**src/rtl/cnn_conv1_mac_seq_if.sv**
```systemverilog
// Bus bundle for the conv1 MAC sequencer: block handshake, the two BRAM read
// ports and the link to the shared multiplier.
// The master side is the environment: loop control, BRAMs and multiplier.
// The slave side is the sequencer itself.
interface cnn_conv1_mac_seq_if #(
    parameter int DIN0_W = 10,
    parameter int DIN1_W = 14,
    parameter int PROD_W = 25,
    parameter int ACC_W  = 29,
    parameter int NTAPS  = 9,
    parameter int ADDR_W = $clog2(NTAPS)
);
    logic                     ap_start;
    logic                     ap_done;
    logic                     ap_idle;
    logic                     ap_ready;
    logic signed [ACC_W-1:0]  bias;
    logic [ADDR_W-1:0]        pix_addr;
    logic                     pix_ce;
    logic signed [DIN0_W-1:0] pix_q;
    logic [ADDR_W-1:0]        w_addr;
    logic                     w_ce;
    logic signed [DIN1_W-1:0] w_q;
    logic signed [DIN0_W-1:0] mul_a;
    logic signed [DIN1_W-1:0] mul_b;
    logic signed [PROD_W-1:0] mul_p;
    logic signed [ACC_W-1:0]  res;

    modport master (
        output ap_start, bias, pix_q, w_q, mul_p,
        input  ap_done, ap_idle, ap_ready, pix_addr, pix_ce, w_addr, w_ce,
               mul_a, mul_b, res
    );

    modport slave (
        input  ap_start, bias, pix_q, w_q, mul_p,
        output ap_done, ap_idle, ap_ready, pix_addr, pix_ce, w_addr, w_ce,
               mul_a, mul_b, res
    );
endinterface

```
**src/rtl/cnn_conv1_mac_seq.sv**
```systemverilog
// conv1 3x3 window MAC sequencer: streams NTAPS pixel/weight pairs from two
// 1-cycle BRAM ports through one shared combinational multiplier, accumulates
// onto the bias and optionally applies ReLU. Pipeline: issue -> mult -> acc.
module cnn_conv1_mac_seq #(
    parameter int DIN0_W = 10,
    parameter int DIN1_W = 14,
    parameter int PROD_W = 25,
    parameter int ACC_W  = 29,
    parameter int NTAPS  = 9,
    parameter int RELU   = 1,
    parameter int ADDR_W = $clog2(NTAPS)
) (
    input  logic                   ap_clk,
    input  logic                   ap_rst,
    cnn_conv1_mac_seq_if.slave     bus
);
    localparam logic [ADDR_W-1:0] LAST = ADDR_W'(NTAPS - 1);

    typedef enum logic [1:0] {IDLE, RUN, DRAIN, DONE} state_t;

    state_t                   state_q;
    logic [ADDR_W-1:0]        addr_q;
    // [0] issue (BRAM read in flight), [1] mult, [2] accumulate
    logic [2:0]               vld_pipe_q;
    logic signed [PROD_W-1:0] prod_q;
    logic signed [ACC_W-1:0]  acc_q;
    logic signed [ACC_W-1:0]  acc_d;
    logic signed [ACC_W-1:0]  res_q;
    logic signed [ACC_W-1:0]  res_d;
    logic                     done_q;
    logic                     idle_q;

    assign bus.ap_done  = done_q;
    assign bus.ap_ready = done_q;
    assign bus.ap_idle  = idle_q;
    assign bus.pix_ce   = vld_pipe_q[0];
    assign bus.w_ce     = vld_pipe_q[0];
    assign bus.pix_addr = addr_q;
    assign bus.w_addr   = addr_q;
    assign bus.res      = res_q;

    // Multiplier operands: BRAM data passes through only while the mult stage is valid.
    always_comb begin
        bus.mul_a = '0;
        bus.mul_b = '0;
        if (vld_pipe_q[1]) begin
            bus.mul_a = bus.pix_q;
            bus.mul_b = bus.w_q;
        end
    end

    // Accumulator next value and the clamped result taken from it on the final add.
    always_comb begin
        acc_d = acc_q;
        if (vld_pipe_q[2])
            acc_d = acc_q + {{(ACC_W-PROD_W){prod_q[PROD_W-1]}}, prod_q};
        res_d = acc_d;
        if (RELU != 0 && acc_d[ACC_W-1])
            res_d = '0;
    end

    // Control FSM plus datapath registers; DONE is entered on the edge that
    // retires the last product, so res and ap_done appear together.
    always_ff @(posedge ap_clk) begin
        if (ap_rst) begin
            state_q    <= IDLE;
            addr_q     <= '0;
            vld_pipe_q <= '0;
            prod_q     <= '0;
            acc_q      <= '0;
            res_q      <= '0;
            done_q     <= 1'b0;
            idle_q     <= 1'b1;
        end else begin
            vld_pipe_q[2:1] <= vld_pipe_q[1:0];
            prod_q          <= vld_pipe_q[1] ? bus.mul_p : '0;
            acc_q           <= acc_d;
            done_q          <= 1'b0;
            case (state_q)
                IDLE: begin
                    if (bus.ap_start) begin
                        state_q       <= RUN;
                        idle_q        <= 1'b0;
                        acc_q         <= bus.bias;
                        addr_q        <= '0;
                        vld_pipe_q[0] <= 1'b1;
                    end
                end
                RUN: begin
                    if (addr_q == LAST) begin
                        state_q       <= DRAIN;
                        addr_q        <= '0;
                        vld_pipe_q[0] <= 1'b0;
                    end else begin
                        addr_q <= addr_q + 1'b1;
                    end
                end
                DRAIN: begin
                    // Only the accumulate stage is left: it retires on this edge.
                    if (vld_pipe_q[1:0] == 2'b00) begin
                        state_q <= DONE;
                        done_q  <= 1'b1;
                        res_q   <= res_d;
                    end
                end
                DONE: begin
                    state_q <= IDLE;
                    idle_q  <= 1'b1;
                end
                default: state_q <= IDLE;
            endcase
        end
    end
endmodule
```
**src/flat_wrapper.sv**
```systemverilog
// flat-port wrapper written by rule: the top's interface ports become plain ports
module cnn_conv1_mac_seq_flat 
#(
    parameter int DIN0_W = 10,
    parameter int DIN1_W = 14,
    parameter int PROD_W = 25,
    parameter int ACC_W  = 29,
    parameter int NTAPS  = 9,
    parameter int RELU   = 1,
    parameter int ADDR_W = $clog2(NTAPS)
)
  (ap_clk, ap_rst, bus_ap_start, bus_bias, bus_pix_q, bus_w_q, bus_mul_p, bus_ap_done, bus_ap_idle, bus_ap_ready, bus_pix_addr, bus_pix_ce, bus_w_addr, bus_w_ce, bus_mul_a, bus_mul_b, bus_res);
  cnn_conv1_mac_seq_if #(.DIN0_W(DIN0_W), .DIN1_W(DIN1_W), .PROD_W(PROD_W), .ACC_W(ACC_W), .NTAPS(NTAPS), .ADDR_W(ADDR_W)) bus_i ();
  input  logic ap_clk;
  input  logic ap_rst;
  input wire logic [$bits(bus_i.ap_start)-1:0] bus_ap_start;
  input wire logic [$bits(bus_i.bias)-1:0] bus_bias;
  input wire logic [$bits(bus_i.pix_q)-1:0] bus_pix_q;
  input wire logic [$bits(bus_i.w_q)-1:0] bus_w_q;
  input wire logic [$bits(bus_i.mul_p)-1:0] bus_mul_p;
  output wire logic [$bits(bus_i.ap_done)-1:0] bus_ap_done;
  output wire logic [$bits(bus_i.ap_idle)-1:0] bus_ap_idle;
  output wire logic [$bits(bus_i.ap_ready)-1:0] bus_ap_ready;
  output wire logic [$bits(bus_i.pix_addr)-1:0] bus_pix_addr;
  output wire logic [$bits(bus_i.pix_ce)-1:0] bus_pix_ce;
  output wire logic [$bits(bus_i.w_addr)-1:0] bus_w_addr;
  output wire logic [$bits(bus_i.w_ce)-1:0] bus_w_ce;
  output wire logic [$bits(bus_i.mul_a)-1:0] bus_mul_a;
  output wire logic [$bits(bus_i.mul_b)-1:0] bus_mul_b;
  output wire logic [$bits(bus_i.res)-1:0] bus_res;
  assign bus_i.ap_start = bus_ap_start;
  assign bus_i.bias = bus_bias;
  assign bus_i.pix_q = bus_pix_q;
  assign bus_i.w_q = bus_w_q;
  assign bus_i.mul_p = bus_mul_p;
  assign bus_ap_done = bus_i.ap_done;
  assign bus_ap_idle = bus_i.ap_idle;
  assign bus_ap_ready = bus_i.ap_ready;
  assign bus_pix_addr = bus_i.pix_addr;
  assign bus_pix_ce = bus_i.pix_ce;
  assign bus_w_addr = bus_i.w_addr;
  assign bus_w_ce = bus_i.w_ce;
  assign bus_mul_a = bus_i.mul_a;
  assign bus_mul_b = bus_i.mul_b;
  assign bus_res = bus_i.res;
  cnn_conv1_mac_seq #(.DIN0_W(DIN0_W), .DIN1_W(DIN1_W), .PROD_W(PROD_W), .ACC_W(ACC_W), .NTAPS(NTAPS), .RELU(RELU), .ADDR_W(ADDR_W)) u_core (.ap_clk(ap_clk), .ap_rst(ap_rst), .bus(bus_i));
endmodule
```
**config.mk**
```make
export PLATFORM = sky130hd
export DESIGN_NAME = cnn_conv1_mac_seq_flat
export DESIGN_NICKNAME = d
export VERILOG_FILES = /design/src/rtl/cnn_conv1_mac_seq_if.sv /design/src/rtl/cnn_conv1_mac_seq.sv /design/src/flat_wrapper.sv
export SDC_FILE = /design/constraint.sdc
export NUM_CORES = 1
export LEC_CHECK = 0
export ABC_AREA = 1
export BUFFER_PORTS_ARGS = -buffer_cell sky130_fd_sc_hd__buf_4
export CAP_MARGIN = 20
export CORE_MARGIN = 1.5
export CORE_UTILIZATION = 55
export CTS_CLUSTER_DIAMETER = 80
export CTS_CLUSTER_SIZE = 28
export DETAILED_ROUTE_END_ITERATION = 8
export HOLD_SLACK_MARGIN = 0.08
export PLACE_DENSITY = 0.82
export SLEW_MARGIN = 20
export SYNTH_ARGS = -nofsm -noshare
export SYNTH_HDL_FRONTEND = slang
export SYNTH_SLANG_ARGS = --single-unit
```
**constraint.sdc**
```tcl
create_clock -name ap_clk -period 2.9 [get_ports ap_clk]
set_input_delay 0.58 -clock ap_clk [delete_from_list [all_inputs] [get_ports ap_clk]]
set_output_delay 0.58 -clock ap_clk [all_outputs]
set_load 0.005 [all_outputs]
```
[Yosys cells after proc, flatten, opt, wreduce, memory -nomap -nowiden]
Index checks and enable logic that the tools add are counted.
Cells by class
  $add $sub $neg: 2
  multiply operators: 0
  div/mod/pow operators: 0
  magnitude comparators: 0
  eq/ne operators: 7
  shift-type cells: 0
  mux-type cells: 19
  bitwise logic cells: 2
  reductions and logical operators: 11
Operators with widths (count)
  two-way mux 29 bit: 3
  adder 29 bit: 1
  two-way mux 28 bit: 1
  two-way mux 14 bit: 1
  two-way mux 10 bit: 1
  two-way mux 4 bit: 2
  case mux 2 bit (4 select lines): 1
  case mux 4 bit (2 select lines): 1
  two-way mux 2 bit: 3
  AND reduction 2 bit: 3
  AND reduction 3 bit: 2
  adder 4 x 1 -> 4 bit, second input constant: 1
  == test 2 bit, second input constant: 2
  == test 4 bit, second input constant: 1
  logical NOT 2 bit: 2
  two-way mux 1 bit: 4
  inequality test 2 x 1 -> 1 bit, second input constant: 2
  case mux 1 bit (2 select lines): 2
  nonzero test 2 bit: 2
  OR reduction 2 bit: 2
  == test 2 x 1 -> 1 bit, second input constant: 1
  inequality test 2 bit, second input constant: 1
  inverter 1 bit: 2
Storage, ports and cells
  register bits: 94
  latch bits: 0
  RAM bits: 0
  bits in read-only memories: 0
  bits of input ports: 81
  output and inout port bits: 66
  word-level logic and storage cells: 50
  memories kept: 0

[Logic depth before layout (Yosys ltp)]
Gate-level depths: netlist (run 1).
  word-level depth: 4
  gate-level depth with buffers: 15
  depth with buffers taken out: 15

[Worst setup path after synthesis (run 1)]
OpenSTA, ideal clock, no wires.
  path kind: reg-to-reg
  start: register u_core.acc_q[0]
  end: register u_core.res_q[14] (netlist: u_core.bus.res[14])
  library setup time: 71 ps
  data arrival time: 2020 ps
  data required time: 2829 ps
  slack: 809 ps
  stages on the path, launching flop included: 15
  path buffers: 1
  period minus slack after synthesis: 2091 ps
  cell sequence: dfxtp_1 > ha_1 > fa_1 > nand3_1 > nand3_1 > nand3_2 > nand3b_4 > nand2_2 > nand2_1 > nand2_1 > nand3_2 > nand2_4 > buf_8 > nand3_2 > a21oi_2
Between the ends
  cells in the longest elaborated chain, start to end: 3
RTL lines
  from (decl): RTL line cnn_conv1_mac_seq.sv:26  | logic signed [ACC_W-1:0] acc_q;
  from (signal assigned): RTL line cnn_conv1_mac_seq.sv:84  | acc_q <= bus.bias;
  adder 29 bit: RTL line cnn_conv1_mac_seq.sv:56  | acc_d = acc_q + {{(ACC_W-PROD_W){prod_q[PROD_W-1]}}, prod_q};
  two-way mux 29 bit: RTL line cnn_conv1_mac_seq.sv:55  | if (vld_pipe_q[2])
  two-way mux 28 bit: RTL line cnn_conv1_mac_seq.sv:58  | if (RELU != 0 && acc_d[ACC_W-1])
  to (signal assigned): RTL line cnn_conv1_mac_seq.sv:103  | res_q <= res_d;
  to (decl): RTL line cnn_conv1_mac_seq.sv:28  | logic signed [ACC_W-1:0] res_q;
No other way between the ends.
A chain may end at the register's enable or synchronous reset.

[Worst setup path in the final report (run 1)]
  start: register u_core.acc_q[0]
  end: register u_core.res_q[6] (netlist: u_core.bus.res[6])
Same word-level chain as after synthesis.

==> impl_metrics.yaml, run 1 <==
run_status:
  status: "finished clean"
clocking:
  cts_tree: "built"
  numClockSinks: 93
  numCtsBuffers: 9
  cts_resized: 0
  cts_hold_buf: 0
  postCtsSetupBuffers: 0
  clk_path_buf_depth: 2
  h-tree-depth: 3
  clkLatencyLatePin_ns: 0.35
  root_buffer: "clkbuf_16"
  path_clk_slew_ns: 0.07
die:
  start_util: 0.5672
  std_cell_rows: 38
  dieWidth_um: 109.2
  ios: 147
  core-area_mm2: 0.01094
  die_area_mm2: 0.01192
  die_h_um: 109.2
cells_and_area:
  nNetsFinal: 1245
  antenna_cells: 0
  final_common_cell: "nand2_1"
  final_cell_mix: "nand2_1, inv_1, buf_4, nor2_1, dfxtp_1"
  area_delta_synth_final_pct: 23.40
  nFillCells: 993
  layout-drive-gt1-share: 0.1958
drt:
  vias: 6320
  wire_per_inst_um: 13.63
  detail_route.vias_per_cell: 4.961
  drc: 0
  drtAntennaViolNets: 0
  first_pass_iters: 5
  dr.first_iter.drc_count: 450
  totalWireLength_um: 17370
sta:
  timing.fmax_ghz: 0.4186
  maxSlewHeadroom: 0.4238
  min_period_ns: 2.389
  worst_slew_pin_slew_ns: 0.8633
  fin_crit_sh: 0.8238
  setup_viol: 0
  rsz0062_at_grt: "false"
  timing.hold.ws_ns: 0.4421
  finClkSkew_ns: 0.007408
  hold_viol: 0
  setup_tns_ns: 0
  slew_viol_final: 0
power:
  power_density_mw_per_mm2: 627.2
  p_comb_frac: 0.385
  p_switching_mw: 1.839
  max-vdd-ir-drop_mv: 0.4152
  p_int_mw: 2.961
  clockPowerShare: 0.275
  switching_share: 0.3831
  p_seq_frac: 0.340
  leakagePower_nw: 4.345
grt:
  grt_overflow: 0
  grt_util_met2: 0.5237
  grt_max_degree: 43
  grt_usage: 0.3019
  gr-usage-met1: 0.3618
  grt_busiest_layer: "met2"
  antenna_found_initial: 0
  grt_pass1_wl_um: 27660
  grt_pass1_vias: 5898
  use_met3: 0.05021
synth:
  yosys_warnings: 0
  synth_seq_cells: 93
  syn-num-nets: 1121
  synthesis.instances: 1005
  avgSynthCellArea_um2: 6.171
  synth-seq-area-share: 0.3002
  synth-edff-count: 0
  async_flop_share: 0
  ys_top_cells_by_area: "dfxtp_1, nand2_1, inv_1"
  ys_types: 40
  synth_area_mm2: 0.006202
  synth_flop_cell: "dfxtp_1"
  synth.top_cell.area_share: 0.3002
  synth_top_cell_by_area: "dfxtp_1"
critical_path:
  cp-end-kind: "flip-flop"
  regToRegEndpoint: "u_core.bus.res[6]$_SDFFE_PP0P_"
  reg2reg_from: "u_core.acc_q[0]$_SDFF_PP0_"
  worstPathMaxFanout: 26
  r2r_setup_slack_ns: 0.51
  crit_path_start: "u_core.acc_q[0]$_SDFF_PP0_"
  r2r_cells: 13
  worst-setup-path-type: "reg2reg"
  critical_path_arrival_ns: 2.67
  cp.required_ns: 3.18
  cp-start-kind: "flip-flop"
flow_run:
  drv_cap: 0
placed_design:
  gp_congestion: 0.9383
  port-buffer-count: 145
  hpwl_um: 13470
hold_path:
  min_to: "u_core.prod_q[9]$_SDFF_PP0_"
  min-delay-start: "bus_mul_p[9]"
  min_path_type: "in2reg"
  holdPathStages: 3
## cell usage after synthesis, types with 6 or more instances
master    number
o211ai_1      15
or2_2         11
a21oi_1       34
inv_1        189
nand3_1       47
clkbuf_1      26
nand2_1      314
o21ai_0       30
nand2_2        9
a21oi_2       14
inv_2          6
ha_1          34
buf_4          7
dfxtp_1       93
nor2_1       116
xnor2_1       14
nand3_2        8
## state kept, by name, indices dropped and copies added, names as in the netlist
register	cells
u_core.bus.res	28
u_core.prod_q	25
u_core.bus.ap_idle	1
u_core.bus.pix_addr	4
u_core.bus.ap_done	1
u_core.vld_pipe_q	3
u_core.acc_q	29
u_core.state_q	2
## worst max-delay path, stage by stage (launching register included)
cell      delay, ns
dfxtp_1        0.31
ha_1           0.23
fa_1           0.45
nand3_1        0.10
nand3_1        0.15
nand3_2        0.12
nand3b_4       0.10
nand2_2        0.09
nand2_1        0.08
nand2_1        0.08
nand3_2        0.08
nand2_4        0.27
nand3_1        0.11
a21oi_1        0.14
## per-stage QoR
| step | setup WS, ns | cells | cell area [µm²] | utilization | power, mW |
|---|---|---|---|---|---|
| floorplan | 0.8090 | 1005 | 6202 | - | 2.897 |
| global placement | 0.5896 | 1258 | 7321 | 0.6695 | 3.463 |
| detailed placement | 0.5043 | 1258 | 7321 | 0.6695 | 3.490 |
| CTS | 0.4879 | 1274 | 7654 | 0.6999 | 4.804 |
| global route | 0.2469 | 1274 | 7654 | 0.6999 | 5.120 |
| finish | 0.5111 | 1274 | 7654 | 0.6999 | 4.800 |
## cell type report
| type | instances | area [µm²] | share of cell area |
|---|---|---|---|
| Inverter | 198 | 743.2 | 0.09711 |
| Tap cell | 140 | 175.2 | 0.02289 |
| Multi-Input combinational cell | 676 | 3407 | 0.4452 |
| Clock inverter | 7 | 107.6 | 0.01406 |
| Clock buffer | 9 | 225.2 | 0.02943 |
| Timing Repair Buffer | 151 | 1134 | 0.1481 |
| Sequential cell | 93 | 1862 | 0.2433 |
## power groups by stage
stage	registers (mW)	logic [mW]	clock network (mW)
after floorplan	1.62	1.28	0
after CTS	1.63	1.85	1.32
final	1.63	1.85	1.32
after global placement	1.65	1.81	0
after global routing	1.65	2.08	1.38
after detailed placement	1.66	1.83	0
## cells by family after synthesis
kind of cell / after synthesis / synth area share
mux: 1 / 0.001614
flops: 93 / 0.3002
other cells: 1 / 0.0006046
simple gates: 518 / 0.3492
fa+ha+maj: 35 / 0.07182
buf+inv: 236 / 0.1505
xor+xnor: 16 / 0.02260
compound gates: 105 / 0.1035
## metal layers
metal / vias to the layer above / routed length, µm
li1: 3282 / -
met1: 2740 / 7177
met2: 255 / 8296
met3: 43 / 1176
met4: 0 / 717
met5: - / 0
## worst max-delay path by stage
| stage | end | slack [ns] | cells past startpoint |
|---|---|---|---|
| finish | u_core.bus.res[6]$_SDFFE_PP0P_ | 0.51 | 13 |
| floorplan | u_core.bus.res[14]$_SDFFE_PP0P_ | 0.81 | 14 |
| global placement | u_core.bus.res[25]$_SDFFE_PP0P_ | 0.59 | 13 |
| CTS | u_core.bus.res[6]$_SDFFE_PP0P_ | 0.49 | 13 |
| detailed placement | u_core.bus.res[6]$_SDFFE_PP0P_ | 0.50 | 13 |
| global route | u_core.bus.res[25]$_SDFFE_PP0P_ | 0.25 | 13 |
Power figures use the tool's default switching activity.
==> run 2: changes to the inputs <==
--- a/config.mk
+++ b/config.mk
@@ -9,12 +9,12 @@
 export BUFFER_PORTS_ARGS = -buffer_cell sky130_fd_sc_hd__buf_4
 export CAP_MARGIN = 20
 export CORE_MARGIN = 1.5
-export CORE_UTILIZATION = 55
+export CORE_UTILIZATION = 50
 export CTS_CLUSTER_DIAMETER = 80
 export CTS_CLUSTER_SIZE = 28
 export DETAILED_ROUTE_END_ITERATION = 8
 export HOLD_SLACK_MARGIN = 0.08
-export PLACE_DENSITY = 0.82
+export PLACE_DENSITY = 0.78
 export SLEW_MARGIN = 20
 export SYNTH_ARGS = -nofsm -noshare
 export SYNTH_HDL_FRONTEND = slang
==> constraint.sdc (replaced) <==
create_clock -name ap_clk -period 2.1 [get_ports ap_clk]
set_input_delay 0.42 -clock ap_clk [delete_from_list [all_inputs] [get_ports ap_clk]]
set_output_delay 0.42 -clock ap_clk [all_outputs]
set_load 0.005 [all_outputs]
==> run 2 against run 1 <==
Net effect: the run now ends with negative setup slack left; wire length grew 9.5%; clock power increased by 35%; clock skew rose by 0.00083 ns; worst hold slack worse by 0.16 ns; cell count rose by 4.7%; die area grew 9.7%; critical path type unchanged; highest routed layer unchanged.
==> impl_metrics.yaml, run 2 (synthesis results as in run 1) <==
run_status:
  status: "complete, but fails checks"
  violations: "negative setup slack"
power:
  clockPowerShare: 0.242
  max-vdd-ir-drop_mv: 0.5612
  leakagePower_nw: 4.586
  p_seq_frac: 0.323
  p_switching_mw: 2.744
  switching_share: 0.3743
  p_int_mw: 4.587
  power.total_mw: 7.331
  p_comb_frac: 0.435
  power_density_mw_per_mm2: 846.6
drt:
  vias: 6580
  first_pass_iters: 5
  wl_met2_um: 9427
  totalWireLength_um: 19020
  wire_per_inst_um: 14.26
  dr_wl_met3_um: 1065
  drc: 0
  dr.first_iter.drc_count: 446
  detail_route.vias_per_cell: 4.933
  drtAntennaViolNets: 0
  top_layer: "met4"
  wl_met1_um: 7728
clocking:
  numClockSinks: 93
  path_clk_slew_ns: 0.06
  cts_tree: "built"
  root_buffer: "clkbuf_16"
  cts_hold_buf: 0
  clk_path_buf_depth: 2
  clkLatencyLatePin_ns: 0.35
  numCtsBuffers: 9
  h-tree-depth: 3
sta:
  setup_viol: 22
  fin_crit_sh: 1.025
  finClkSkew_ns: 0.008239
  rsz0062_at_grt: "true"
  timing.fmax_ghz: 0.4644
  setup_slack_ns: -0.05320
  slew_viol_final: 0
  min_period_ns: 2.153
  setup_tns_ns: -0.6129
  worst_slew_pin_slew_ns: 0.7374
  hold_viol: 0
  maxSlewHeadroom: 0.5078
critical_path:
  cp-end-kind: "flip-flop"
  critPathCapture: "u_core.bus.res[26]$_SDFFE_PP0P_"
  cp_slowest_cell: "fa_2"
  critical_path_cell_count: 14
  cpPeakStageDelay_ns: 0.38
  regToRegEndpoint: "u_core.bus.res[26]$_SDFFE_PP0P_"
  reg2reg_from: "u_core.acc_q[0]$_SDFF_PP0_"
  critical_path_arrival_ns: 2.44
  cp_cell_sequence: "ha_4 > fa_2 > nand3_2 > nand3_4 > nand3_4 > nand3b_4 > nand2_4 > nand2_4 > nand2_2 > nand3_2 > nand2_4 > buf_12 > nand3_4 > a21oi_2"
  r2r_setup_slack_ns: -0.05
  worstPathMaxFanout: 6
  cp.required_ns: 2.39
  r2r_cells: 14
  cp_top_family: "simple AND/OR/NAND/NOR gates"
  worst-path-buf-inv: 1
  cp-start-kind: "flip-flop"
  worst-setup-path-type: "reg2reg"
  crit_path_start: "u_core.acc_q[0]$_SDFF_PP0_"
grt:
  grt_pass1_wl_um: 28190
  grt_pass1_vias: 6048
  grt_max_degree: 43
  grt_overflow: 0
  grt_usage: 0.2761
  antenna_found_initial: 0
die:
  ios: 147
  die_h_um: 114.4
  core-area_mm2: 0.01206
  dieWidth_um: 114.4
  start_util: 0.5142
  die_area_mm2: 0.01308
  std_cell_rows: 40
hold_path:
  min_path_type: "in2reg"
  holdPathStages: 3
placed_design:
  hpwl_um: 13730
  placed_cell_area_mm2: 0.007589
  port-buffer-count: 145
  post-place-ws_ns: -0.1057
  gp_congestion: 0.9199
  dp_cells: 1312
cells_and_area:
  final_common_cell: "nand2_1"
  nFillCells: 1002
  final_cell_mix: "nand2_1, inv_1, buf_4, nor2_1, dfxtp_1"
  ff_latch_area_mm2: 0.001884
  antenna_cells: 0
  nNetsFinal: 1279
  largest_register_ff_count: 29
  area_delta_synth_final_pct: 39.62
  final_cell_area_mm2: 0.008660
  regMostFlops: "u_core.acc_q"
  layout-drive-gt1-share: 0.3105
  multi_input_area_mm2: 0.004039
  finalNonFillerCells: 1334
flow_run:
  drv_cap: 0
## run 2: changes by cell type in the layout (fill, tap and decap cells not counted), sizes merged
cell	delta
buf	+32
inv	-1
clkinv	-3
clkbuf	+4
## run 2: tightest hold or removal path: stages
cell	delay, ns
buf_4	0.08
inv_1	0.03
nor2_1	0.07
## run 2: stage by stage
stage / utilization / hold slack [ns]
after floorplan: - / 0.4535
after global placement: 0.6291 / 0.4549
after detailed placement: 0.6291 / 0.4601
after CTS: 0.6613 / 0.2747
after global routing: 0.7179 / 0.2919
final: 0.7179 / 0.2806
## run 2: layout make-up
| class | count | share of cell area |
|---|---|---|
| Sequential cell | 93 | 0.2176 |
| Clock inverter | 3 | 0.007947 |
| Clock buffer | 11 | 0.02919 |
| Timing Repair Buffer | 185 | 0.1688 |
| Tap cell | 168 | 0.02427 |
| Multi-Input combinational cell | 676 | 0.4664 |
| Inverter | 198 | 0.08583 |
## run 2: power by group through the flow
stage               combinational (mW)  clock [mW]  sequential, mW
floorplan                         1.77           0            2.23
global placement                  2.67           0            2.28
detailed placement                2.71           0            2.29
CTS                               2.75        1.79            2.26
global route                      3.52        1.87            2.40
finish                            3.19        1.78            2.37
## run 2: worst min path at each step
stage                     slack [ns]                              end                               from
after detailed placement        0.46   u_core.bus.res[2]$_SDFFE_PP0P_     u_core.bus.res[2]$_SDFFE_PP0P_
after global placement          0.45   u_core.bus.res[3]$_SDFFE_PP0P_     u_core.bus.res[3]$_SDFFE_PP0P_
after floorplan                 0.45  u_core.vld_pipe_q[1]$_SDFF_PP0_  u_core.vld_pipe_q[0]$_SDFFE_PP0P_
after CTS                       0.27      u_core.prod_q[3]$_SDFF_PP0_                       bus_mul_p[3]
after global routing            0.29     u_core.prod_q[22]$_SDFF_PP0_                      bus_mul_p[22]
final                           0.28      u_core.prod_q[3]$_SDFF_PP0_                       bus_mul_p[3]
## run 2: metal layers
metal / vias up / global-route usage
li1: 3345 / -
met1: 2915 / 0.3271
met2: 267 / 0.4876
met3: 53 / 0.03917
met4: 0 / 0.1392
met5: - / 0
## run 2: repair_timing
| action | 4_1_cts | 5_1_grt |
|---|---|---|
| gates cloned | 0 | 2 |
| gates resized for setup | 10 | 130 |
| buffers inserted | 2 | 4 |
| setup endpoints to repair | 33 | 51 |
| pin swaps | 3 | 36 |
